### config.mk
export PLATFORM = sky130hd
export DESIGN_NAME = f8_test_supervisor
export DESIGN_NICKNAME = d
export VERILOG_FILES = /design/src/rtl/f8_test_supervisor.sv
export SDC_FILE = /design/constraint.sdc
export NUM_CORES = 1
export LEC_CHECK = 0
export BUFFER_PORTS_ARGS = -buffer_cell sky130_fd_sc_hd__buf_2
export CAP_MARGIN = 25
export CORE_UTILIZATION = 53
export CTS_CLUSTER_DIAMETER = 60
export DETAILED_ROUTE_END_ITERATION = 12
export GPL_TIMING_DRIVEN = 1
export PLACE_DENSITY = 0.76
export SYNTH_ARGS = -nofsm -noshare
export SYNTH_HDL_FRONTEND = slang
export SYNTH_SLANG_ARGS = --single-unit
### constraint.sdc
create_clock -name clk -period 2.5 [get_ports clk]
set_input_delay 0.25 -clock clk [delete_from_list [all_inputs] [get_ports clk]]
set_output_delay 0.25 -clock clk [all_outputs]
set_load 0.1 [all_outputs]
### src/rtl/f8_test_supervisor.sv
// rtl/f8_test_supervisor.sv - run supervisor for f8 benches and bring-up boards
// Stretches power-on reset, then watches traps, pass requests and a timeout.
module f8_test_supervisor #(
  parameter int NUM_TRAPS      = 2,
  parameter int RESET_CYCLES   = 5,
  parameter int TIMEOUT_CYCLES = 2045,
  parameter int HOLDOFF_CYCLES = 5,
  parameter int CNT_W          = 32,
  localparam int TID_W         = (NUM_TRAPS > 1) ? $clog2(NUM_TRAPS) : 1
) (
  input  logic                 clk,
  input  logic                 power_on_reset,
  input  logic [NUM_TRAPS-1:0] trap,
  input  logic                 pass_req,
  input  logic                 restart,
  output logic                 system_reset,
  output logic                 running,
  output logic                 done,
  output logic                 pass,
  output logic                 fail_trap,
  output logic                 fail_timeout,
  output logic [TID_W-1:0]     trap_id,
  output logic [CNT_W-1:0]     cycle_count
);

  typedef enum logic [1:0] {
    S_RESET_HOLD = 2'd0,
    S_RUN        = 2'd1,
    S_HOLDOFF    = 2'd2,
    S_DONE       = 2'd3
  } state_t;

  state_t               state_q, state_d;
  logic [31:0]          cnt_q, cnt_d;
  logic [CNT_W-1:0]     cycle_count_q, cycle_count_d;
  logic [NUM_TRAPS-1:0] trap_prev_q;
  logic [TID_W-1:0]     trap_id_q, trap_id_d;
  logic                 system_reset_q, system_reset_d;
  logic                 running_q, running_d;
  logic                 done_q, done_d;
  logic                 pass_q, pass_d;
  logic                 fail_trap_q, fail_trap_d;
  logic                 fail_timeout_q, fail_timeout_d;
  logic [NUM_TRAPS-1:0] edges;
  logic [TID_W-1:0]     first_id;

  always_comb begin
    state_d        = state_q;
    cnt_d          = cnt_q;
    cycle_count_d  = cycle_count_q;
    trap_id_d      = trap_id_q;
    system_reset_d = system_reset_q;
    running_d      = running_q;
    done_d         = done_q;
    pass_d         = pass_q;
    fail_trap_d    = fail_trap_q;
    fail_timeout_d = fail_timeout_q;

    // A line already high when RUN begins has trap_prev set, so it never counts.
    edges    = trap & ~trap_prev_q;
    first_id = '0;
    for (int i = NUM_TRAPS - 1; i >= 0; i--) begin
      if (edges[i]) first_id = TID_W'(i);
    end

    case (state_q)
      S_RESET_HOLD: begin
        if (cnt_q == 32'(RESET_CYCLES - 1)) begin
          state_d        = S_RUN;
          cnt_d          = '0;
          system_reset_d = 1'b0;
          running_d      = 1'b1;
          cycle_count_d  = '0;
        end else begin
          cnt_d = cnt_q + 32'd1;
        end
      end
      S_RUN: begin
        if (|edges) begin
          state_d   = S_HOLDOFF;
          trap_id_d = first_id;
          cnt_d     = '0;
        end else if (pass_req) begin
          state_d   = S_DONE;
          running_d = 1'b0;
          done_d    = 1'b1;
          pass_d    = 1'b1;
        end else if (cycle_count_q == CNT_W'(TIMEOUT_CYCLES - 1)) begin
          state_d        = S_DONE;
          running_d      = 1'b0;
          done_d         = 1'b1;
          fail_timeout_d = 1'b1;
        end else if (cycle_count_q != '1) begin
          cycle_count_d = cycle_count_q + 1'b1;
        end
      end
      S_HOLDOFF: begin
        if (cnt_q >= 32'(HOLDOFF_CYCLES)) begin
          state_d     = S_DONE;
          running_d   = 1'b0;
          done_d      = 1'b1;
          fail_trap_d = 1'b1;
        end else begin
          cnt_d = cnt_q + 32'd1;
        end
      end
      S_DONE: begin
        if (restart) begin
          state_d        = S_RESET_HOLD;
          cnt_d          = '0;
          system_reset_d = 1'b1;
          done_d         = 1'b0;
          pass_d         = 1'b0;
          fail_trap_d    = 1'b0;
          fail_timeout_d = 1'b0;
          trap_id_d      = '0;
          cycle_count_d  = '0;
        end
      end
      default: state_d = S_RESET_HOLD;
    endcase
  end

  always_ff @(posedge clk) begin
    if (power_on_reset) begin
      state_q        <= S_RESET_HOLD;
      cnt_q          <= '0;
      cycle_count_q  <= '0;
      trap_prev_q    <= '0;
      trap_id_q      <= '0;
      system_reset_q <= 1'b1;
      running_q      <= 1'b0;
      done_q         <= 1'b0;
      pass_q         <= 1'b0;
      fail_trap_q    <= 1'b0;
      fail_timeout_q <= 1'b0;
    end else begin
      state_q        <= state_d;
      cnt_q          <= cnt_d;
      cycle_count_q  <= cycle_count_d;
      trap_prev_q    <= trap;
      trap_id_q      <= trap_id_d;
      system_reset_q <= system_reset_d;
      running_q      <= running_d;
      done_q         <= done_d;
      pass_q         <= pass_d;
      fail_trap_q    <= fail_trap_d;
      fail_timeout_q <= fail_timeout_d;
    end
  end

  assign system_reset = system_reset_q;
  assign running      = running_q;
  assign done         = done_q;
  assign pass         = pass_q;
  assign fail_trap    = fail_trap_q;
  assign fail_timeout = fail_timeout_q;
  assign trap_id      = trap_id_q;
  assign cycle_count  = cycle_count_q;

endmodule

-- Word-level counts from Yosys, hierarchy flattened
Index checks and enable logic that the tools add are counted.
Widths: inputs -> output; s select.
- register bits after elaboration: 75
- input bits: 6
- add/subtract/negate cells: 2
- magnitude comparators: 1
- equal/unequal tests: 19
- mux-type cells: 44
- bitwise gates (word level): 2
- reduce and logical (&&, ||, !) cells: 18
- operators by type and width (kind ; number):
    $mux 32 ; 9
    $pmux 32 s4 ; 1
    $pmux 32 s3 ; 1
    $add 32x1->32 const B ; 2
    $eq 32x11->1 const B ; 1
    $eq 32x3->1 const B ; 1
    $ge 32x3->1 const B ; 1
    $ne 32x32->1 const B ; 1
    $ne 2x2->1 const B ; 11
    $mux 1 ; 19
    $reduce_and 5->1 ; 3
    $mux 2 ; 6
    $reduce_and 3->1 ; 4
    $pmux 1 s2 ; 5
    $reduce_bool 3->1 ; 3
    $pmux 2 s4 ; 1
    $reduce_and 4->1 ; 2
    $reduce_and 7->1 ; 1
    $pmux 1 s3 ; 2
    $reduce_bool 2->1 ; 3
    $eq 2x2->1 const B ; 2
    $ne 4x4->1 const B ; 1
    $ne 3x3->1 const B ; 1
    $and 2x2->2 ; 1
    4 further kinds ; 4

-- Depth between registers and ports, before layout
Gate-level depths: netlist of the first run.
- depth after elaboration: 6
- gate-level depth with buffers: 12
- gate-level depth less buffers: 9

-- Least setup slack after synthesis of the first run
OpenSTA, ideal clock, no wires.
- path type: register to register
- start point: register cycle_count_q[17], in the netlist cycle_count[17]
- end point: register cycle_count_q[4], in the netlist cycle_count[4]
- setup time: 0.070 ns
- arrival: 3.095 ns
- data required time: 2.430 ns
- slack: -0.665 ns
- cell stages (with the launch flop): 11
- buffers on the path: 3
- clock period less this slack: 3.165 ns
- cell sequence: dfxtp_1 and4_1 and3_1 nand4_1 nor3_2 or3b_1 buf_2 buf_6 buf_2 o21ai_0 a21oi_1
- word-level cells in the longest chain between the ends: 3
- elaborated cells between the ends (all ways): 5
- ends and longest elaborated chain (item ; RTL line ; text):
    start: declaration ; 35 ; logic [CNT_W-1:0] cycle_count_q, cycle_count_d;
    start signal: assignment ; 140 ; cycle_count_q <= cycle_count_d;
    $ne 32x32->1 / $eq 32x11->1 (equally long branches) ; 93, 88 ;
    $ne 2x2->1 (no line) ; n/a ;
    $reduce_and 7->1 (no line) * ; n/a ;
Mark *: on every way between the ends. The rest lies on a longest branch, timed or not.
A chain may end at the register's enable or synchronous reset.

-- Final worst setup path of the first run
- start point: register cnt_q[29]
- end point: register cycle_count_q[10], in the netlist cycle_count[10]
- word-level cells in the longest chain between the ends: 3
- ends and longest elaborated chain (item ; RTL line ; text):
    start: declaration ; 34 ; logic [31:0] cnt_q, cnt_d;
    start signal: assignment ; 139 ; cnt_q <= cnt_d;
    $eq 32x3->1 ; 68 ; if (cnt_q == 32'(RESET_CYCLES - 1)) begin
    $ne 2x2->1 (no line) ; n/a ;
    $reduce_and 7->1 (no line) ; n/a ;
Every way passes these cells.

==> results of run 1 <==
registers in the layout, indices dropped and copies added, names as in the netlist, 2 cells and up:
signal	count
cnt_q	32
trap_prev_q	2
cycle_count	32
state_q	2
critical path, cell delays in order (launching register included):
cell and delay (ns):
dfxtp_1 0.31, or3_1 0.43, nor4_4 0.38, o22ai_4 0.14, or3b_4 0.47, buf_6 0.15, or4_4 0.41, a21oi_2 0.13
layer usage:
layer	share of wire [%]	wire length, µm
met1	45	5270
met2	47	5450
met3	6.1	712
met4	1.8	207
met5	0	0
power by group through the flow:
stage	registers (mW)	logic (mW)	clock network (mW)
floorplan	1.60	0.750	0
global placement	1.32	1.47	0
detailed placement	1.33	1.50	0
CTS	1.30	1.52	0.845
global route	1.31	1.78	0.887
finish	1.30	1.67	0.836
cell families (layout without fill, tap and decap cells):
group,after synthesis,count (layout),synth area share (%)
multiplexers,3,3,0.767
AO/OA/AOI/OAI,74,74,11.7
flip-flops,75,75,36.8
buffers and inverters,33,151,3.34
adder cells (fa/ha/maj),10,10,3.07
XOR/XNOR,38,38,8.16
AND/OR/NAND/NOR,263,264,36.2
final cells by class:
class,count,area [µm²]
multi-input cells,389,2710
clock buffers,15,166
inverters,14,52.6
flip-flops and latches,75,1600
well taps,99,124
fillers,501,1840
repair buffers,122,841
worst max-delay path by stage:
stage | cells after the start | from | endpoint | slack, ns
detailed placement | 10 | cnt_q[26]$_SDFFE_PP0P_ | cnt_q[13]$_SDFFE_PP0P_ | -0.13
global placement | 8 | cnt_q[14]$_SDFFE_PP0P_ | cycle_count[9]$_SDFFE_PP0P_ | -0.05
global route | 8 | cnt_q[28]$_SDFFE_PP0P_ | cycle_count[10]$_SDFFE_PP0P_ | -0.07
CTS | 7 | cnt_q[25]$_SDFFE_PP0P_ | cycle_count[30]$_SDFFE_PP0P_ | -0.01
floorplan | 9 | cycle_count[12]$_SDFFE_PP0P_ | cycle_count[0]$_SDFFE_PP0P_ | 0.004
finish | 7 | cnt_q[29]$_SDFFE_PP0P_ | cycle_count[10]$_SDFFE_PP0P_ | 0.004
repair_timing:
item / in CTS / in global routing
pin swaps: 5 / 34
resized for setup: 4 / 57
setup buffers: 3 / 3
gates cloned: 0 / 2
setup endpoints to repair: 19 / 49
hold buffers: 0 / 0
synth_stat cells, types with 3 or more instances:
cell type,instances,share of area [%]
nor3_1,13,1.6
or4b_1,5,1.2
o31ai_1,8,1.5
inv_1,14,1.3
nor2b_1,5,0.77
nand2_1,35,3.2
nor2_1,66,6.1
and2_1,6,0.92
xnor2_1,17,3.6
o211ai_1,3,0.55
ha_1,10,3.1
nand4_1,32,4.9
xor2_1,21,4.5
clkbuf_1,14,1.3
nor4_1,21,3.2
and3_1,10,1.5
o21ai_0,14,1.7
buf_2,4,0.49
and4_1,3,0.64
nand3_1,26,3.2
a21oi_1,26,3.2
or4_1,10,1.8
dfxtp_1,75,37
or3_1,8,1.2
nor4_2,4,1.2
or2_2,3,0.46
==> flow_summary.yaml, run 1 <==
synthesis:
  ys.flop_type: "dfxtp_1"
  synthCells: 496
  avgSynthCellArea_um2: 8.23
  synth.distinct_cells: 55
  synth-edff-count: 0
  seq_area_frac_synth_pct: 36.8
  ys_ff_latch: 75
  synthesis.area_um2: 4080
  synth_fp_nets: 512
  yosysWarnings: 0
  async_flop_share_pct: 0
setup_path:
  crit_type: "reg -> reg"
  worst_setup_path_start_kind: "flop"
  rrSetupSlack_ns: 0.004
  r2r_end: "cycle_count[10]$_SDFFE_PP0P_"
  reg2reg_from: "cnt_q[29]$_SDFFE_PP0P_"
  arrival_ns: 2.78
  r2r_cells: 7
  worstPathRequired_ns: 2.78
  path_max_fanout: 8
  setup.worst_path.end_class: "flop"
grt:
  top_usage_layer: "met2"
  grt_pass1_wl_um: 18200
  grt_max_degree: 31
  antenna_found_initial: 0
  grt_pass1_vias: 3898
  grtUsageMet2_pct: 43.5
  grt_use_met3_pct: 4.31
  grt_use_met1_pct: 36.5
  track_usage_pct: 27.3
  grt-ovfl-total: 0
timing:
  holdWs_ns: 0.136
  setup_tns_ns: 0
  setup_slack_ns: 0.00376
  worstMarginPinSlew_ns: 0.600
  hold_viol_final: 0
  setup_violations: 0
  layout_min_cycle_time_ns: 2.50
  max_clock_freq_mhz: 401
  relSlewSlack_pct: 60.0
  slew_violations: 0
  rsz0062_at_grt: "yes"
  fin_skew_ns: 0.0109
  finalCritPeriodShare_pct: 99.8
detailed_routing:
  vias_per_cell: 6.00
  drt_iter0_markers: 195
  firstDrtPassIters: 5
  wirelength_um: 11600
  vias: 4283
  drtAntennaViolNets: 0
  wire_per_inst_um: 16.3
  drc: 0
power:
  p_per_area_nw_per_um2: 694
  comb_power_share_pct: 43.9
  intPower_mw: 2.30
  power_mw: 3.81
  power.share.switching_pct: 39.6
  ir_drop_mv: 0.722
  power_frac_seq_pct: 34.2
  leakage_nw: 2.18
  pwr-share-clk_pct: 21.9
  p_switching_mw: 1.51
floorplan:
  die_h_um: 89.7
  core_um2: 7330
  dieArea_um2: 8050
  rows: 31
  io_pins: 45
  die_w_um: 89.7
  start_util_pct: 55.7
finish:
  fin_util_pct: 74.9
  areaGrowthSynthToFinish_pct: 34.7
  fin_area_um2: 5490
  final_common_cell: "buf_4"
  antenna_cells: 0
  layout.cells.non_filler: 714
  drive_gt1_share_pct: 36.7
  fin_nets: 627
  layout_common_cells: "buf_4 (71), nor2_1 (62), buf_2 (44)"
clock_tree:
  cts.htree.levels: 3
  cts_max_path_buffers: 2
  cts.sinks: 75
  clk_latency_ns: 0.35
  numCtsBuffers: 9
  clk_pin_slew_ns: 0.08
  cts_tree: "yes"
  cts_root_buf: "clkbuf_8"
run:
  drv_cap: 0
hold_path:
  holdPathStages: 2
  hp-start: "trap[1]"
  worst_hold_path_type: "in -> reg"
  hold-path-endpoint: "trap_prev_q[1]$_SDFF_PP0_"
place:
  place_congestion: 0.852
  pre_cts_ws_ns: -0.127
  dpl_cell_area_um2: 4990
  port_buffers: 44
  place_inst: 691
  hpwlAfterDp_um: 7900
outcome:
  status: "complete, no violations"
(Power assumes the default switching activity.)
==> run 2, diff against run 1 <==
--- a/config.mk
+++ b/config.mk
@@ -7,11 +7,12 @@
 export LEC_CHECK = 0
 export BUFFER_PORTS_ARGS = -buffer_cell sky130_fd_sc_hd__buf_2
 export CAP_MARGIN = 25
-export CORE_UTILIZATION = 53
+export CORE_UTILIZATION = 55
+export CTS_BUF_LIST = sky130_fd_sc_hd__clkbuf_8
 export CTS_CLUSTER_DIAMETER = 60
 export DETAILED_ROUTE_END_ITERATION = 12
 export GPL_TIMING_DRIVEN = 1
-export PLACE_DENSITY = 0.76
+export PLACE_DENSITY = 0.79
 export SYNTH_ARGS = -nofsm -noshare
 export SYNTH_HDL_FRONTEND = slang
 export SYNTH_SLANG_ARGS = --single-unit
==> run 2 against run 1 <==
The run now ends with negative setup slack left. Sequential share of layout area decreased by 1.0 points. Flip-flop and latch count unchanged. Hold slack got worse by 0.0088 ns. Non-clock buffer count increased by 5. Critical path depth increased by 1.
==> flow_summary.yaml, run 2 (same netlist as run 1, synthesis figures left out) <==
setup_path:
  cp_num_buf_inv: 1
  cp_common_cell: "nor4_4"
  slowest_stage: "or4b_4"
  setup.worst_path.end_class: "flop"
  arrival_ns: 2.92
  crit_type: "reg -> reg"
  rrSetupSlack_ns: -0.12
  path_cells: "nor4_4 -> nand3_2 -> buf_6 -> nor4_4 -> o22ai_4 -> or4b_4 -> or4_4 -> a21oi_2"
  max_stage_delay_ns: 0.61
  r2r_cells: 8
  worst_setup_path_start_kind: "flop"
  path_max_fanout: 6
  r2r_end: "cycle_count[30]$_SDFFE_PP0P_"
  worstPathRequired_ns: 2.80
  critPathTopFamily: "simple AND/OR/NAND/NOR gates"
  reg2reg_from: "cnt_q[18]$_SDFFE_PP0P_"
detailed_routing:
  firstDrtPassIters: 5
  drc: 0
  wirelength_um: 12500
  drt_iter0_markers: 365
  drtAntennaViolNets: 0
  vias: 4509
  wire_per_inst_um: 17.3
  vias_per_cell: 6.25
grt:
  grt_pass1_vias: 4157
  antenna_found_initial: 0
  grt_max_degree: 31
  track_usage_pct: 31.6
  grt_pass1_wl_um: 19200
  grt-ovfl-total: 0
power:
  p_per_area_nw_per_um2: 710
  ir_drop_mv: 0.796
  intPower_mw: 2.42
  p_switching_mw: 1.61
  comb_power_share_pct: 43.7
  power_frac_seq_pct: 32.1
  leakage_nw: 2.20
  power_mw: 4.03
  power.share.switching_pct: 40.0
  pwr-share-clk_pct: 24.2
outcome:
  status: "finished with violations"
  violations: "negative setup slack"
floorplan:
  dieArea_um2: 7770
  start_util_pct: 56.6
  rows: 31
  die_w_um: 88.1
  die_h_um: 88.1
  io_pins: 45
  core_um2: 7210
timing:
  setup_slack_ns: -0.121
  worstMarginPinSlew_ns: 1.04
  setup_violations: 23
  setup_tns_ns: -0.934
  hold_viol_final: 0
  finalCritPeriodShare_pct: 105
  relSlewSlack_pct: 30.9
  holdWs_ns: 0.127
  rsz0062_at_grt: "yes"
  layout_min_cycle_time_ns: 2.62
  fin_skew_ns: 0.00959
  max_clock_freq_mhz: 382
  slew_violations: 0
clock_tree:
  ctsHoldBuffers: 0
  cts_root_buf: "clkbuf_8"
  cts.sinks: 75
  cts.htree.levels: 3
  cts_max_path_buffers: 2
  numCtsBuffers: 9
  clk_latency_ns: 0.36
  clk_pin_slew_ns: 0.08
  cts_tree: "yes"
finish:
  drive_gt1_share_pct: 39.1
  antenna_cells: 0
  areaGrowthSynthToFinish_pct: 39.3
  layout.cells.non_filler: 721
  fin_area_um2: 5680
  fin_util_pct: 78.8
  final_common_cell: "buf_4"
  layout_common_cells: "buf_4 (72), nor2_1 (65), buf_2 (44)"
  fin_nets: 633
place:
  dpl_cell_area_um2: 5000
  pre_cts_ws_ns: -0.201
  place_congestion: 0.894
  hpwlAfterDp_um: 7950
  port_buffers: 44
  place_inst: 692
hold_path:
  hp-start: "trap[0]"
  hold-path-endpoint: "trap_prev_q[0]$_SDFF_PP0_"
  worst_hold_path_type: "in -> reg"
  holdPathStages: 2
run:
  drv_cap: 0
[run 2: area by class of cell]
cell class / count / area [µm²]
inverter: 14 / 52.6
fill: 480 / 1530
sequential: 75 / 1590
clock inverter: 5 / 53.8
timing repair buffer: 127 / 893
clock buffer: 11 / 151
tap: 99 / 124
multi-input combinational: 390 / 2820
[run 2: per-layer routing]
| layer | up-vias | share of wire, % | track usage (%) |
|---|---|---|---|
| met3 | 54 | 7.1 | 7.16 |
| met5 | - | 0 | 0 |
| met4 | 0 | 3.3 | 17.0 |
| met2 | 236 | 49 | 51.0 |
| met1 | 2130 | 40 | 39.1 |
| li1 | 2089 | - | - |
[run 2: worst max-delay path by stage]
| stage | cells after the start | endpoint | startpoint |
|---|---|---|---|
| 6_report | 8 | cycle_count[30]$_SDFFE_PP0P_ | cnt_q[18]$_SDFFE_PP0P_ |
| 5_1_grt | 8 | cycle_count[30]$_SDFFE_PP0P_ | cnt_q[18]$_SDFFE_PP0P_ |
| 4_1_cts | 7 | cycle_count[30]$_SDFFE_PP0P_ | cnt_q[20]$_SDFFE_PP0P_ |
| 3_5_place_dp | 8 | cycle_count[4]$_SDFFE_PP0P_ | cnt_q[10]$_SDFFE_PP0P_ |
| 3_3_place_gp | 8 | cycle_count[2]$_SDFFE_PP0P_ | cnt_q[6]$_SDFFE_PP0P_ |
| 2_1_floorplan | 9 | cycle_count[0]$_SDFFE_PP0P_ | cycle_count[12]$_SDFFE_PP0P_ |
[run 2: power by group through the flow]
stage	Clock, mW	Combinational, mW	Sequential [mW]
after global routing	1.04	1.86	1.30
final	0.976	1.76	1.29
after global placement	0	1.44	1.32
after floorplan	0	0.750	1.60
after detailed placement	0	1.47	1.32
after CTS	0.989	1.57	1.30
[run 2: worst register-to-register path, cell delays in order (launching register included)]
cell and delay (ns):
dfxtp_4 0.36, nor4_4 0.29, nand3_2 0.14, buf_6 0.15, nor4_4 0.30, o22ai_4 0.15
or4b_4 0.61, or4_4 0.44, a21oi_2 0.12
[run 2: what timing repair did]
action	4_1_cts	5_1_grt
endpoints found under the setup margin	39	49
cloned	1	1
pin swaps	13	42
buffers inserted	5	6
resized for setup	14	64
